## config.mk

```make
export PLATFORM = sky130hd
export DESIGN_NAME = regwb_arbiter
export DESIGN_NICKNAME = d
export VERILOG_FILES = /design/src/rtl/regwb_pkg.sv /design/src/rtl/regwb_arbiter_rr_arbiter.sv /design/src/rtl/regwb_arbiter.sv
export SDC_FILE = /design/constraint.sdc
export NUM_CORES = 1
export LEC_CHECK = 0
export ABC_AREA = 1
export CAP_MARGIN = 20
export CORE_ASPECT_RATIO = 0.7
export CORE_MARGIN = 4
export CORE_UTILIZATION = 45
export CTS_CLUSTER_SIZE = 10
export DETAILED_ROUTE_END_ITERATION = 16
export PLACE_DENSITY = 0.8
export SLEW_MARGIN = 10
export SYNTH_ARGS = -nofsm -noshare
export SYNTH_HDL_FRONTEND = slang
export SYNTH_SLANG_ARGS = --single-unit
```

## constraint.sdc

```tcl
create_clock -name clk -period 3.35 [get_ports clk]
set_clock_uncertainty 0.2 [all_clocks]
set_input_delay 1.005 -clock clk [delete_from_list [all_inputs] [get_ports clk]]
set_output_delay 1.005 -clock clk [all_outputs]
set_load 0.02 [all_outputs]
```

## src/rtl/regwb_pkg.sv

```systemverilog
// Shared constants and types for the register write-back arbiter.
package regwb_pkg;

    localparam int unsigned DEF_NREQ = 3;
    localparam int unsigned DEF_AW   = 6;
    localparam int unsigned DEF_DW   = 32;

    typedef logic [DEF_AW-1:0] reg_addr_t;
    typedef logic [DEF_DW-1:0] reg_data_t;

    localparam int unsigned ZERO_REG = 0;

endpackage

```

## src/rtl/regwb_arbiter_rr_arbiter.sv

```systemverilog
// Round-robin grant logic: the search starts at ptr, ascends modulo N,
// and ptr moves just past the winner. Grants are forced low during reset.
module rr_arbiter #(
    parameter int unsigned N = 3
) (
    input  logic         clk,
    input  logic         rstn,
    input  logic [N-1:0] req,
    output logic [N-1:0] grant
);

    localparam int unsigned PW = (N > 1) ? $clog2(N) : 1;

    logic [PW-1:0] ptr;
    logic [PW-1:0] ptr_nxt;
    logic [PW-1:0] idx;
    logic          found;

    always_comb begin
        grant   = '0;
        ptr_nxt = ptr;
        idx     = '0;
        found   = 1'b0;
        for (int unsigned off = 0; off < N; off++) begin
            idx = PW'((32'(ptr) + off) % N);
            if (!found && req[idx]) begin
                found      = 1'b1;
                grant[idx] = 1'b1;
                ptr_nxt    = (32'(idx) == N - 1) ? '0 : idx + PW'(1);
            end
        end
        if (!rstn) begin
            grant   = '0;
            ptr_nxt = ptr;
        end
    end

    always_ff @(posedge clk or negedge rstn) begin
        if (!rstn) begin
            ptr <= '0;
        end else begin
            ptr <= ptr_nxt;
        end
    end

endmodule

```

## src/rtl/regwb_arbiter.sv

```systemverilog
// Register-file write-back arbiter with registered write port and busy scoreboard.
// Optional feature: define REGWB_ZERO_DISCARD_EN to drop writes to register 0.
module regwb_arbiter
    import regwb_pkg::*;
#(
    parameter int unsigned NREQ = DEF_NREQ,
    parameter int unsigned AW   = DEF_AW,
    parameter int unsigned DW   = DEF_DW
) (
    input  logic               clk,
    input  logic               rstn,
    input  logic [NREQ-1:0]    req_valid,
    output logic [NREQ-1:0]    req_ready,
    input  logic [NREQ*AW-1:0] req_addr,
    input  logic [NREQ*DW-1:0] req_data,
    output logic               rf_we,
    output logic [AW-1:0]      rf_waddr,
    output logic [DW-1:0]      rf_wdata,
    input  logic               rsv_valid,
    input  logic [AW-1:0]      rsv_addr,
    output logic [(2**AW)-1:0] busy_vec
);

    logic [NREQ-1:0]    grant;
    logic               any_grant;
    logic [AW-1:0]      sel_addr;
    logic [DW-1:0]      sel_data;
    logic               we_nxt;
    logic [(2**AW)-1:0] busy_nxt;

    rr_arbiter #(.N(NREQ)) u_rr (
        .clk   (clk),
        .rstn  (rstn),
        .req   (req_valid),
        .grant (grant)
    );

    assign req_ready = grant;

    always_comb begin
        any_grant = 1'b0;
        sel_addr  = '0;
        sel_data  = '0;
        for (int unsigned i = 0; i < NREQ; i++) begin
            if (grant[i]) begin
                any_grant = 1'b1;
                sel_addr  = req_addr[i*AW +: AW];
                sel_data  = req_data[i*DW +: DW];
            end
        end
`ifdef REGWB_ZERO_DISCARD_EN
        // The handshake still completes; only the register-file write is suppressed.
        we_nxt = any_grant && (sel_addr != AW'(ZERO_REG));
`else
        we_nxt = any_grant;
`endif
    end

    always_ff @(posedge clk or negedge rstn) begin
        if (!rstn) begin
            rf_we    <= 1'b0;
            rf_waddr <= '0;
            rf_wdata <= '0;
        end else begin
            rf_we <= we_nxt;
            if (we_nxt) begin
                rf_waddr <= sel_addr;
                rf_wdata <= sel_data;
            end
        end
    end

    // Clear before set so a same-cycle re-reservation keeps the register busy.
    always_comb begin
        busy_nxt = busy_vec;
        if (rf_we) begin
            busy_nxt[rf_waddr] = 1'b0;
        end
        if (rsv_valid) begin
            busy_nxt[rsv_addr] = 1'b1;
        end
        busy_nxt[ZERO_REG] = 1'b0;
    end

    always_ff @(posedge clk or negedge rstn) begin
        if (!rstn) begin
            busy_vec <= '0;
        end else begin
            busy_vec <= busy_nxt;
        end
    end

endmodule

```

==> results.json <==
{
  "status": "complete, no violations",
  "synthArstFlopShare_pct": 100.0,
  "core-area_um2": 13180,
  "die_h_um": 105.1,
  "synth_compound_area_share_pct": 10.81,
  "yosys.area.top_type": "dfrtp_1",
  "antenna_cells": 0,
  "p_per_area_nw_per_um2": 940.4,
  "worstMarginPinSlew_ns": 0.8356,
  "vias": 6436,
  "power_mw": 8.362,
  "finalCriticalPeriod_ns": 3.279,
  "finalSetupViolCount": 0,
  "synth-simple-area-share_pct": 34.37,
  "layout-drive-gt1-share_pct": 9.109,
  "clkSinkCount": 104,
  "clock_latency_ns": 0.34,
  "timing.fmax_mhz": 305.0,
  "drc": 0,
  "dpl_worst_slack_ns": -0.6631,
  "htree_levels": 3,
  "max_stage_delay_ns": 0.24,
  "synth_edf_count": 0,
  "clk_pin_slew_worst_paths_ns": 0.07,
  "worst_slack_ns": 0.07111,
  "dpl.cell_count": 1191,
  "first_pass_iters": 5,
  "initial_utilization_pct": 46.01,
  "synth_top_area_share_pct": 42.91,
  "post-synth-top-count-cell": "nand2_1",
  "yosysSeqAreaShare_pct": 42.91,
  "avgSynthCellArea_um2": 7.571,
  "cts_hold_buf": 0,
  "grt_pass1_wl_mm": 33.06,
  "synth_common_cells": "nand2_1, o21ai_0, dfrtp_1, inv_1, nand4_1",
  "power_frac_comb_pct": 62.3,
  "synth_ff_type": "dfrtp_1",
  "fill_cells": 1129,
  "synth_xor_area_share_pct": 0,
  "routed_wl_mm": 21.10,
  "syn_inst": 801,
  "grt_max_degree": 116,
  "grt_pass1_vias": 5975,
  "path_cells": "clkdlybuf4s15_1 -> nand2_1 -> nand2_1 -> nand2_4 -> nand3_1 -> nand2_1 -> inv_1 -> nand2_2 -> nand2_2 -> inv_1 -> buf_4",
  "cap_violations": 0,
  "ys.warnings.count": 0,
  "antenna_found_initial": 0,
  "rows": 35,
  "wl_per_cell_um": 17.34,
  "slew_headroom_pct": 44.29,
  "worst_hold_slack_ns": 0.2866,
  "arrival_ns": 2.07,
  "die_x_um": 146.8,
  "dieArea_um2": 15430,
  "cp-start-kind": "input port",
  "clk_path_buf_depth": 2,
  "end_kind": "output port",
  "syn_nets": 931,
  "synth_area_leaders": "dfrtp_1, nand2_1, o21ai_0, nand4_1, inv_1",
  "final_net_count": 1157,
  "p_switching_mw": 3.974,
  "crit_slowest_cell": "clkdlybuf4s15_1",
  "pwr-share-seq_pct": 25.4,
  "area_growth_pct": 46.63,
  "numCtsBuffers": 9,
  "power.share.clock_pct": 12.2,
  "finalCritPeriodShare_pct": 97.88,
  "path_max_fanout": 7,
  "crit_path_frequent_cell": "nand2_1",
  "hpwlAfterDp_mm": 14.83,
  "numPortBuffers": 230,
  "critPathKind": "input port to output port",
  "synth_seq_cells": 104,
  "finalHoldViolations": 0,
  "peakVddDrop_mv": 0.5379,
  "drtAntennaViolNets": 0,
  "final_max_slew_viol_count": 0,
  "hold_path_class": "input port to async pin",
  "finalSetupTns_ns": 0,
  "finalWeightedCongestion": 0.8812,
  "rsz0062_at_grt": "yes",
  "grt.total_usage_pct": 26.79,
  "path_buf_inv": 4,
  "cellLeakagePower_nw": 4.020,
  "stdcell_count": 1217,
  "required_ns": 2.14,
  "root_buffer": "clkbuf_16",
  "cts_tree": "yes",
  "viasPerCell": 5.288,
  "post-route-util_pct": 67.46,
  "final_area_um2": 8892,
  "drt_iter0_drc": 446,
  "grt.overflow.total": 0,
  "placed_cell_area_um2": 8466,
  "swShare_pct": 47.53,
  "synth_top_family_by_area": "simple AND/OR/NAND/NOR gates",
  "synth_cell_type_count": 29,
  "cpLargestDelayFamily": "simple AND/OR/NAND/NOR gates",
  "synthesis.area_um2": 6065,
  "synthAdderAreaFrac_pct": 0.8253,
  "synth_mux_area_share_pct": 0,
  "io_pins": 232,
  "power.internal_mw": 4.388
}
## what timing repair did
action | 4_1_cts | 5_1_grt
setup endpoints to repair | 19 | 20
pin swaps | 1 | 2
gates resized for setup | 21 | 18
buffers inserted | 9 | 1
## cells by family after synthesis
group	count (synthesis)
compound gates	130
fa+ha+maj	4
buf+inv	144
flops	104
other cells	1
simple gates	418
## final timing paths
path | slack [ns] | startpoint | to | cells past startpoint
max | 0.07 | req_valid[2] | req_ready[0] | 11
min | 0.29 | rstn | u_rr.ptr[1] | 1
max reg2reg | 0.30 | u_rr.ptr[0] | u_rr.ptr[1] | 18
min reg2reg | 0.31 | busy_vec[31] | busy_vec[31] | 2
max in group asynchronous | 1.03 | rstn | busy_vec[52] | 3
min in group clk | 0.31 | busy_vec[31] | busy_vec[31] | 2
## power by group through the flow
stage	registers (mW)	logic, mW	clock network (mW)
floorplan	2.66	2.55	0
global placement	2.13	4.91	0
detailed placement	2.13	4.98	0
CTS	2.12	5.11	1.04
global route	2.19	5.72	1.08
finish	2.13	5.21	1.02
## per-layer routing
metal | track usage (%) | up-vias | part of all wire, %
met5 | 0 | - | 0
met4 | 8.255 | 0 | 2.5
met3 | 6.675 | 34 | 7.8
met2 | 39.47 | 252 | 44
met1 | 38.79 | 3038 | 45
li1 | - | 3112 | -
## layout by cell type (no fill, tap or decap), types with 2 or more instances in the layout
master / netlist / final
or2_1: 23 / 23
ha_4: 0 / 2
clkbuf_16: 0 / 9
clkinv_4: 0 / 3
clkdlybuf4s15_1: 0 / 3
clkdlybuf4s50_1: 0 / 223
inv_2: 5 / 7
o21ai_0: 128 / 128
nor3_1: 16 / 16
buf_4: 4 / 30
or2_2: 3 / 3
nand4_1: 78 / 78
nand2_4: 3 / 4
nand3_1: 52 / 49
dfrtp_1: 104 / 103
nand2_2: 4 / 7
inv_1: 94 / 92
or2_0: 12 / 12
nand3_2: 13 / 16
buf_6: 8 / 2
nand2_1: 209 / 205
## final cells by class
type                            instances  area, um^2  share of cell area, %
Timing Repair Buffer                  260        2535                  28.51
Clock inverter                          6       62.56                 0.7035
Inverter                               99       371.6                  4.179
Sequential cell                       104        2604                  29.28
Clock buffer                           10       229.0                  2.575
Multi-Input combinational cell        553        2859                  32.15
Tap cell                              185       231.5                  2.603
## registers in the layout, indices dropped and copies added (netlist names)
register	cells
busy_vec	63
u_rr.ptr	2
rf_wdata	32
rf_waddr	6
rf_we	1
Power figures use the tool's default switching activity.
